$ cat src/rtl/register_file_param.sv
// Parameterised two-read/one-write register file with per-entry valid bits,
// optional hardwired-zero register 0 and optional write-to-read forwarding.
module register_file_param #(
  parameter int WIDTH     = 8,
  parameter int ADDR_BITS = 3,
  parameter int ZERO_REG  = 0,
  parameter int BYPASS    = 1
) (
  input  logic                 i_clk,
  input  logic                 i_rst,
  input  logic                 i_clear,
  input  logic [ADDR_BITS-1:0] i_reg_read_0,
  input  logic [ADDR_BITS-1:0] i_reg_read_1,
  input  logic [ADDR_BITS-1:0] i_reg_write,
  input  logic [WIDTH-1:0]     i_port_write,
  input  logic                 i_write_enable,
  output logic [WIDTH-1:0]     o_port_read_0,
  output logic [WIDTH-1:0]     o_port_read_1,
  output logic                 o_valid_read_0,
  output logic                 o_valid_read_1
);

  localparam int DEPTH = 2 ** ADDR_BITS;

  logic [WIDTH-1:0]     regs_q [DEPTH];
  logic [WIDTH-1:0]     regs_d [DEPTH];
  logic [DEPTH-1:0]     valid_q;
  logic [DEPTH-1:0]     valid_d;

  logic                 zero_wr;
  logic                 fwd_en;
  logic [ADDR_BITS-1:0] rd_addr [2];
  logic [WIDTH-1:0]     rd_data [2];
  logic                 rd_valid [2];

  assign rd_addr[0] = i_reg_read_0;
  assign rd_addr[1] = i_reg_read_1;

  assign zero_wr = (ZERO_REG != 0) && (i_reg_write == {ADDR_BITS{1'b0}});
  // Forwarding is suppressed during clear and reset so reads show stored state.
  assign fwd_en  = (BYPASS != 0) && i_write_enable && !i_clear && !i_rst;

  // Next-state storage: clear wins over write; writes to a hardwired r0 are dropped.
  always_comb begin
    for (int i = 0; i < DEPTH; i++) begin
      regs_d[i] = regs_q[i];
    end
    valid_d = valid_q;
    if (i_clear) begin
      for (int i = 0; i < DEPTH; i++) begin
        regs_d[i] = {WIDTH{1'b0}};
      end
      valid_d = {DEPTH{1'b0}};
    end else if (i_write_enable && !zero_wr) begin
      regs_d[i_reg_write]  = i_port_write;
      valid_d[i_reg_write] = 1'b1;
    end else begin
      valid_d = valid_q;
    end
  end

  // Storage registers with asynchronous reset.
  always_ff @(posedge i_clk or posedge i_rst) begin
    if (i_rst) begin
      for (int i = 0; i < DEPTH; i++) begin
        regs_q[i] <= {WIDTH{1'b0}};
      end
      valid_q <= {DEPTH{1'b0}};
    end else begin
      for (int i = 0; i < DEPTH; i++) begin
        regs_q[i] <= regs_d[i];
      end
      valid_q <= valid_d;
    end
  end

  // Combinational read ports: hardwired zero, then forwarding, then storage.
  always_comb begin
    for (int p = 0; p < 2; p++) begin
      rd_data[p]  = regs_q[rd_addr[p]];
      rd_valid[p] = valid_q[rd_addr[p]];
      if ((ZERO_REG != 0) && (rd_addr[p] == {ADDR_BITS{1'b0}})) begin
        rd_data[p]  = {WIDTH{1'b0}};
        rd_valid[p] = 1'b1;
      end else if (fwd_en && (rd_addr[p] == i_reg_write)) begin
        rd_data[p]  = i_port_write;
        rd_valid[p] = 1'b1;
      end else begin
        rd_data[p]  = regs_q[rd_addr[p]];
        rd_valid[p] = valid_q[rd_addr[p]];
      end
    end
  end

  assign o_port_read_0  = rd_data[0];
  assign o_port_read_1  = rd_data[1];
  assign o_valid_read_0 = rd_valid[0];
  assign o_valid_read_1 = rd_valid[1];

endmodule

$ cat config.mk
export PLATFORM = sky130hd
export DESIGN_NAME = register_file_param
export DESIGN_NICKNAME = d
export VERILOG_FILES = /design/src/rtl/register_file_param.sv
export SDC_FILE = /design/constraint.sdc
export NUM_CORES = 1
export LEC_CHECK = 0
export BUFFER_PORTS_ARGS = -buffer_cell sky130_fd_sc_hd__buf_2
export CAP_MARGIN = 20
export CORE_UTILIZATION = 67
export CTS_BUF_LIST = sky130_fd_sc_hd__clkbuf_4 sky130_fd_sc_hd__clkbuf_8
export CTS_CLUSTER_DIAMETER = 120
export DETAILED_ROUTE_END_ITERATION = 10
export GPL_TIMING_DRIVEN = 0
export PLACE_DENSITY = 0.91
export SLEW_MARGIN = 20
export SYNTH_ARGS = -nofsm -noshare
export SYNTH_HDL_FRONTEND = slang
export SYNTH_SLANG_ARGS = --single-unit
$ cat constraint.sdc
create_clock -name i_clk -period 3 [get_ports i_clk]
set_clock_uncertainty 0.05 [all_clocks]
set_input_delay 0.3 -clock i_clk [delete_from_list [all_inputs] [get_ports i_clk]]
set_output_delay 0.3 -clock i_clk [all_outputs]
set_load 0.1 [all_outputs]
; ---- Word-level counts from Yosys, hierarchy flattened
; Index checks and enable logic that the tools add are counted.
[op_classes]
order_cmp = 8
eq_ne = 2
muxes = 23
n_bitwise = 4
reduce_logical = 9
[ops]
columns = cell, count
row1 = 2-to-1 mux 64 bit, 2
row2 = 2-to-1 mux 8 bit, 9
row3 = bitwise mux 64 bit, 1
row4 = binary-select mux 8 bit (select 3 bit), 2
row5 = demux 8 bit (select 3 bit), 1
row6 = ">= comparator 4 bit, second input constant", 3
row7 = "< comparator 3 x 4 -> 1 bit, second input constant", 3
row8 = NOT 3 -> 4 bit, 3
row9 = bitwise OR 8 bit, 1
row10 = binary-select mux 1 bit (select 3 bit), 2
row11 = equality test 3 bit, 2
row12 = logical AND 1 bit, 6
row13 = 2-to-1 mux 1 bit, 5
row14 = "< comparator 4 x 1 -> 1 bit, second input constant", 1
row15 = demux 1 bit (select 3 bit), 1
row16 = ">= comparator 3 x 1 -> 1 bit, second input constant", 1
row17 = logical NOT 1 bit, 2
row18 = nonzero test 2 bit, 1
[totals]
regBits = 72
in_bits = 21
output_inout_bits = 18

; ---- Longest topological paths before layout
; Gate-level depths: netlist of the first run.
[logic_depth]
word_depth = 8
depth_mapped = 6
depth_no_buf = 3

; ---- Worst setup path after synthesis of the first run
; No wires, ideal clock.
[synth_timing]
path_kind = in2out
startpoint = in i_reg_read_1[0]
endpoint = out o_valid_read_1
arrival_ns = 1.852
setup_slack_ns = 0.798
path_stages = 5
n_path_buf = 2
path_cell_list = buf_6 buf_2 mux4_2 mux2i_1 nand2_1
[synth_between]
elab_chain_len = 3
word_cells_on_any_way = 5
classes_between = eq/ne (1) / mux (3) / reduce/logical (1)
[synth_rtl]
columns = item, line_no
row1 = start: declaration, 13  ; input logic [ADDR_BITS-1:0] i_reg_read_1,
row2 = binary-select mux 1 bit (select 3 bit) / equality test 3 bit (equally long branches), "90, 85"
row3 = 2-to-1 mux 1 bit (not written as such) / logical AND 1 bit (equally long branches), "90, 85"
row4 = 2-to-1 mux 1 bit (*), 85  ; end else if (fwd_en && (rd_addr[p] == i_reg_write)) begin
row5 = end: declaration, 20  ; output logic o_valid_read_1
; Every way passes the cells marked *; elsewhere a longest branch is shown, timed or not. The select of a mux whose other input is x is not followed.

; ---- Final worst setup path of the first run
[layout_timing]
startpoint = in i_reg_read_1[0]
endpoint = out o_port_read_1[4]
[layout_between]
elab_chain_len = 5
word_cells_on_any_way = 7
classes_between = eq/ne (1) / mux (4) / bitwise (1) / reduce/logical (1)
[layout_rtl]
columns = item, line_no
row1 = NOT 3 -> 4 bit (not written as such), 89  ; rd_data[p] = regs_q[rd_addr[p]];
row2 = binary-select mux 8 bit (select 3 bit), 89
row3 = 2-to-1 mux 8 bit (not written as such) (2 in a row), 89
row4 = 2-to-1 mux 8 bit (*), 85
row5 = end: declaration, 18  ; output logic [WIDTH-1:0] o_port_read_1,
; Marks and branches as above.

==> summary.md, run 1 <==
| Metric | Value |
|---|---|
| Power density cells | about 460 nW/um2 |
| Top Layer Used | met4 |
| Ys flop type | dfrtp_1 |
| Most common library cells after synthesis | dfrtp_1, nand2_1, nor2_1 |
| Synth Net Count | 380 |
| Share of cells above drive strength 1 | roughly 28% |
| Reg2reg path depth | 2 |
| #FFs+latches synth | between 70 and 80 |
| Drt via density | 7.21 |
| N_diodes | 0 |
| Met2 WL | 5730 um |
| Post_cts resized | 0 |
| Synthesized area | about 4400 um2 |
| R2r setup slk | approximately 2 ns |
| First-pass iteration count of the detailed router | 7 |
| Pin count of the biggest net entering global routing | 47 |
| Setup ws final | between 0.3 and 0.4 ns |
| Hold Slack | just under 0.3 ns |
| Max Clock Freq | 376 MHz |
| Ranking of synthesized cells by area | dfrtp_1, mux4_1, mux4_2 |
| Max IR drop VDD | roughly 0.47 mV |
| Critical Path AT | around 2.3 ns |
| Layout Area Growth over Synthesis | 10.8% |
| Core area | 6350 um2 |
| # IOs | 39 |
| CP Cell Sequence | buf_6 > buf_2 > xnor2_1 > nand4_2 > mux2_2 > buf_2 |
| P_sw | around 0.66 mW |
| Tot Pwr | ~2.2 mW |
| Asr flop ratio synth | between 90% and 100% |
| Max Root-Sink Buffers | 2 |
| Worst-margin pin slew | between 0.9 and 1 ns |
| Crit. End Element | primary output |
| Part of the cycle the worst path needs | around nine tenths |
| Final std cells w/o fill | 477 |
| Nets | 416 |
| Count leader, synth | dfrtp_1 |
| Dpl hpwl | 7540 um |
| Initial DRC count | between 400 and 500 |
| Initial antenna violation count | 0 |
| Max_slew headroom | slightly below 40% |
| R2R Path End | regs_q[51] |
| DRC Markers | 0 |
| Worst r2r src | regs_q[51] |
| Clock share of power | ~40% |
| CP endpoint | o_port_read_1[4] |
| Final Hold Fails | 0 |
| Setup WS pre-CTS | 0.431 ns |
| Logic pwr share | 15.7% |
| Clk slew on worst S/H paths | about 0.090 ns |
| Yosys warnings | 0 |
| Critical Path Source | i_reg_read_1[0] |
| Post-synth EDFFs | 0 |
| Status | finished clean |
| Total GRT Usage | 37.8% |
| Die height | 83.1 um |
| Remaining antenna violation count after routing | 0 |
| Design area | 4880 um2 |
| Placed Area | 4640 um2 |
| Initial Util | 69.3% |
| Critical Path Slowest Stage Cell | nand4_2 |
| Vias | 3,440 |
| First-pass GRT wire length | 19,000 um |
| Most used cell, CP | buf_2 |
| Leakage power | approximately 2.3 nW |
| Endpoints failing setup | 0 |
| CTS Buf Count | 9 |
| Skew-Pair Late Insertion Delay | between 0.3 and 0.4 ns |
| Critical Path Start Type | input pin |
| Die W | approximately 83 um |
| Worst hold start | i_port_write[5] |
| CP max stage delay | roughly 0.46 ns |
| Placed cells | 460 |
| Final WL | ~12,000 um |
| Grt ovf | 0 |
| Netlist cell types | 31 |
| Vias in the first global route | 3,467 |
| Met3 wire len | 1160 um |
| Sequential share of the synthesized area | between 40 and 50% |
| Post-synthesis cell count | 359 |
| I/O Buffers | 23 |
| CP Class | in -> out |
| Flop pwr share | ~45% |
| Fillers | approximately 390 |
| Synth top area share | between 40% and 50% |
| Crit-path max FO | 10 |
| Tightest Hold Check Type | in -> reg |
| CTS tree | done |
| CTS Root Cell | clkbuf_8 |
| Wire per inst | approximately 26 um |
| Num rows | 29 |
| CTS Sinks | 72 |
| Final Critical Period | 2.66 ns |
| Switching share of power | 29.5% |
| Max_cap viols | 0 |
| RSZ-0062 raised after global routing | false |
| P_int | roughly 1.6 mW |
| Syn Area/Cell | around 12 um2 |
| H-tree depth | 3 |
| RD Place Congestion | 0.914 |
| Worst endpoint required time | between 2 and 3 ns |
| M1 WL | approximately 4600 um |
| Area leader, netlist | dfrtp_1 |
| Max Slew Vio Count | 0 |
| Die area | about 6900 um2 |
layer usage:
metal	global-route usage, %	vias up
met5	0	-
met3	8.45	67
met2	57.0	236
met1	50.1	1732
met4	24.1	0
li1	-	1405
per-stage QoR:
| stage | TNS (ns) | utilization [%] |
|---|---|---|
| floorplan | 0 | - |
| global route | 0 | 76.8 |
| global placement | -0.411 | 72.7 |
| CTS | 0 | 76.8 |
| finish | 0 | 76.8 |
| detailed placement | 0 | 73.1 |
state kept, by name, indices dropped and copies added, names as in the netlist:
signal and count:
valid_q 8, regs_q 64
layout make-up:
cell class                      instances  area [um2]  share of cell area [%]
Tap cell                               77        96.3                    1.97
Timing Repair Buffer                   25         153                    3.13
Clock inverter                          7         101                    2.08
Sequential cell                        72        1800                    36.9
Inverter                                2        10.0                   0.205
Buffer                                 38         199                    4.08
Clock buffer                            9         124                    2.54
Multi-Input combinational cell        247        2390                    49.1
critical path: cells and delay by family:
kind	cells	cell delay, ns
buffers and inverters	3	0.95
muxes	1	0.40
xor gates and xnor gates	1	0.18
and+or+nand+nor	1	0.46
logic make-up after synthesis:
| family | share of synthesized area, % |
|---|---|
| DFF | 40.9 |
| AOI/OAI and AO/OA | 6.82 |
| buffers and inverters | 4.69 |
| xor gates and xnor gates | 1.19 |
| and+or+nand+nor | 11.8 |
| muxes | 34.6 |
placed cells by master (no fill, tap or decap), types with 5 or more instances in the layout:
cell       n
mux2_2    21
clkbuf_1  22
dfrtp_1   72
buf_6      5
mux2_4    11
clkbuf_8   9
xnor2_1    6
buf_2     32
mux2i_1   24
mux4_1    19
a21oi_1   24
a22o_1    18
nand2_1   51
nor2_1    33
mux4_2    17
power groups by stage:
| stage | logic (mW) | clock network, mW | registers (mW) |
|---|---|---|---|
| 6_report | 0.352 | 0.886 | 1.01 |
| 5_1_grt | 0.366 | 0.931 | 1.01 |
| 4_1_cts | 0.348 | 0.879 | 1.01 |
| 3_5_place_dp | 0.343 | 0 | 1.03 |
| 3_3_place_gp | 0.330 | 0 | 1.02 |
| 2_1_floorplan | 0.265 | 0 | 1.02 |
worst min-delay path by stage:
stage,endpoint,slack (ns),cells after the start
finish,regs_q[61],0.29,3
global route,regs_q[60],0.31,3
CTS,regs_q[37],0.29,3
detailed placement,regs_q[15],0.27,2
global placement,valid_q[5],0.43,1
floorplan,valid_q[6],0.41,1
repair_timing:
item                                   4_1_cts  5_1_grt
hold buffers                                 1        0
setup buffers                                0        0
endpoints found under the hold margin       26        0
No activity file was read; power rests on OpenSTA's default activity.
==> run 2: changes to the inputs <==
Settings changed: PLACE_DENSITY 0.91 to not set, PLACE_DENSITY_LB_ADDON set to 0.15.
==> summary.md, run 2 (synthesis results as in run 1) <==
| Metric | Value |
|---|---|
| # IOs | 39 (unchanged) |
| Biggest register | regs_q |
| First-pass iteration count of the detailed router | 6 (-1) |
| Commonest non-fill, non-tap cell in the layout | dfrtp_1 |
| Max Clock Freq | 383 MHz (+1.9%) |
| Setup WS pre-CTS | 0.395 ns (-0.0364 ns) |
| Grt ovf | 0 (unchanged) |
| Part of the cycle the worst path needs | 87.0% (-1.6 points) |
| Wire per inst | 25.1 um (-1.7%) |
| Pin count of the biggest net entering global routing | 59 (+26%) |
| Reg2reg path depth | 2 (unchanged) |
| Leakage power | 2.31 nW (about the same) |
| Fin Setup TNS | 0 ns (unchanged) |
| Logic pwr share | 16.3% (+0.6 points) |
| CTS Sinks | 72 (unchanged) |
| R2r setup slk | 2.14 ns (+0.08 ns) |
| CTS Buf Count | 9 (unchanged) |
| Worst r2r src | regs_q[42] |
| Regs by FF count | regs_q: 64 flops, valid_q: 8 flops |
| Final Hold Fails | 0 (unchanged) |
| Initial DRC count | 403 (-5.2%) |
| Num rows | 29 (unchanged) |
| RSZ-0062 raised after global routing | false |
| Endpoints failing setup | 0 (unchanged) |
| Flop pwr share | 47.0% (+2.1 points) |
| Share of cells above drive strength 1 | 27.8% (unchanged) |
| N_diodes | 0 (unchanged) |
| Final Critical Period | 2.61 ns (-0.0490 ns) |
| Crit. End Element | primary output |
| CP endpoint | o_port_read_1[4] |
| Skew-Pair Late Insertion Delay | 0.35 ns (about the same) |
| Remaining antenna violation count after routing | 0 (unchanged) |
| Initial Util | 69.3% (unchanged) |
| Power density cells | 442 nW/um2 (-3.9%) |
| Die area | 6900 um2 (unchanged) |
| Commonest cells after routing, fill and taps aside | dfrtp_1, nand2_1, nor2_1, buf_2 |
| Max Root-Sink Buffers | 2 (unchanged) |
| Vias | 3,330 (-3.2%) |
| Worst-margin pin slew | 0.942 ns (+0.0392 ns) |
| Total GRT Usage | 37.5% (-0.34 points) |
| Worst endpoint required time | 2.65 ns (about the same) |
| P_int | 1.51 mW (-4.7%) |
| CTS tree | done |
| Max Slew Vio Count | 0 (unchanged) |
| Max_cap viols | 0 (unchanged) |
| Dpl hpwl | 7740 um (+2.6%) |
| Max IR drop VDD | 0.347 mV (-26%) |
| P_sw | 0.636 mW (-4.1%) |
| Worst hold start | i_port_write[3] |
| Max_slew headroom | 37.0% (-2.6 points) |
| Critical Path AT | 2.26 ns (-0.05 ns) |
| Setup ws final | 0.390 ns (+0.0490 ns) |
| Final WL | 12,000 um (-1.7%) |
| H-tree depth | 3 (unchanged) |
| I/O Buffers | 23 (unchanged) |
| Switching share of power | 29.7% (+0.12 points) |
| Tightest Hold Check Type | in -> reg |
| Initial antenna violation count | 0 (unchanged) |
| R2R Path End | regs_q[42] |
| Max reg flops | 64 (unchanged) |
| Critical Path Start Type | input pin |
| CP Class | in -> out |
| DRC Markers | 0 (unchanged) |
| First-pass GRT wire length | 18,900 um (-0.47%) |
| Critical Path Source | i_reg_read_1[0] |
| CTS Root Cell | clkbuf_8 |
| Clock share of power | 36.7% (-2.7 points) |
| Die W | 83.1 um (unchanged) |
| Status | finished clean |
| Vias in the first global route | 3,387 (-2.3%) |
| Nets | 416 (unchanged) |
| RD Place Congestion | 0.883 (-3.3%) |
| Clk slew on worst S/H paths | 0.08 ns (about the same) |
| Post_cts resized | 0 (unchanged) |
| Layout Area Growth over Synthesis | 10.2% |
| Crit-path max FO | 10 (unchanged) |
| Drt via density | 6.98 (-3.2%) |
| Core area | 6350 um2 (unchanged) |
| Die height | 83.1 um (unchanged) |
-- run 2: worst min path at each step --
stage | end | depth (start not counted)
after CTS | regs_q[61] | 3
after detailed placement | regs_q[15] | 2
final | regs_q[59] | 3
after global placement | valid_q[4] | 1
after global routing | regs_q[36] | 3
after floorplan | valid_q[6] | 1
-- run 2: layer usage --
metal / global-route usage, % / wire, um / part of all wire, % / vias up
met2: 56.4 / 5710 / 48 / 238
li1: - / - / - / 1407
met1: 52.2 / 4490 / 37 / 1635
met5: 0 / 0 / 0 / -
met4: 17.4 / 426 / 3.6 / 0
met3: 9.05 / 1350 / 11 / 50
-- run 2: power groups by stage --
stage	clock, mW	combinational, mW	sequential, mW
finish	0.787	0.350	1.01
detailed placement	0	0.344	1.03
global placement	0	0.333	1.02
global route	0.823	0.369	1.01
CTS	0.783	0.346	1.01
floorplan	0	0.265	1.02
-- run 2: stage by stage --
| stage | hold slack (ns) | instance area (um2) | std cells | power (mW) | utilization, % |
|---|---|---|---|---|---|
| final | 0.304 | 4850 | 477 | 2.14 | 76.4 |
| after global routing | 0.360 | 4850 | 477 | 2.20 | 76.4 |
| after CTS | 0.302 | 4850 | 477 | 2.14 | 76.4 |
| after detailed placement | 0.204 | 4640 | 460 | 1.37 | 73.1 |
| after global placement | 0.435 | 4610 | 459 | 1.36 | 72.7 |
| after floorplan | 0.411 | 4400 | 359 | 1.28 | - |
-- run 2: cell type report --
cell class / count / area, um2
fill: 410 / 1500
clock buffer: 10 / 138
multi-input combinational: 247 / 2390
sequential: 72 / 1800
timing repair buffer: 25 / 153
inverter: 2 / 10.0
clock inverter: 6 / 58.8
tap: 77 / 96.3
buffer: 38 / 199
-- run 2: critical path, stage by stage --
cell,delay [ns]
buf_6,0.16
buf_2,0.35
xnor2_1,0.18
nand4_2,0.43
mux2_2,0.40
buf_2,0.42
-- run 2: repair_timing --
item | CTS | global route
hold endpoints to repair | 14 | 0
setup endpoints to repair | 0 | 0
hold buffers | 1 | 0
setup buffers | 0 | 0
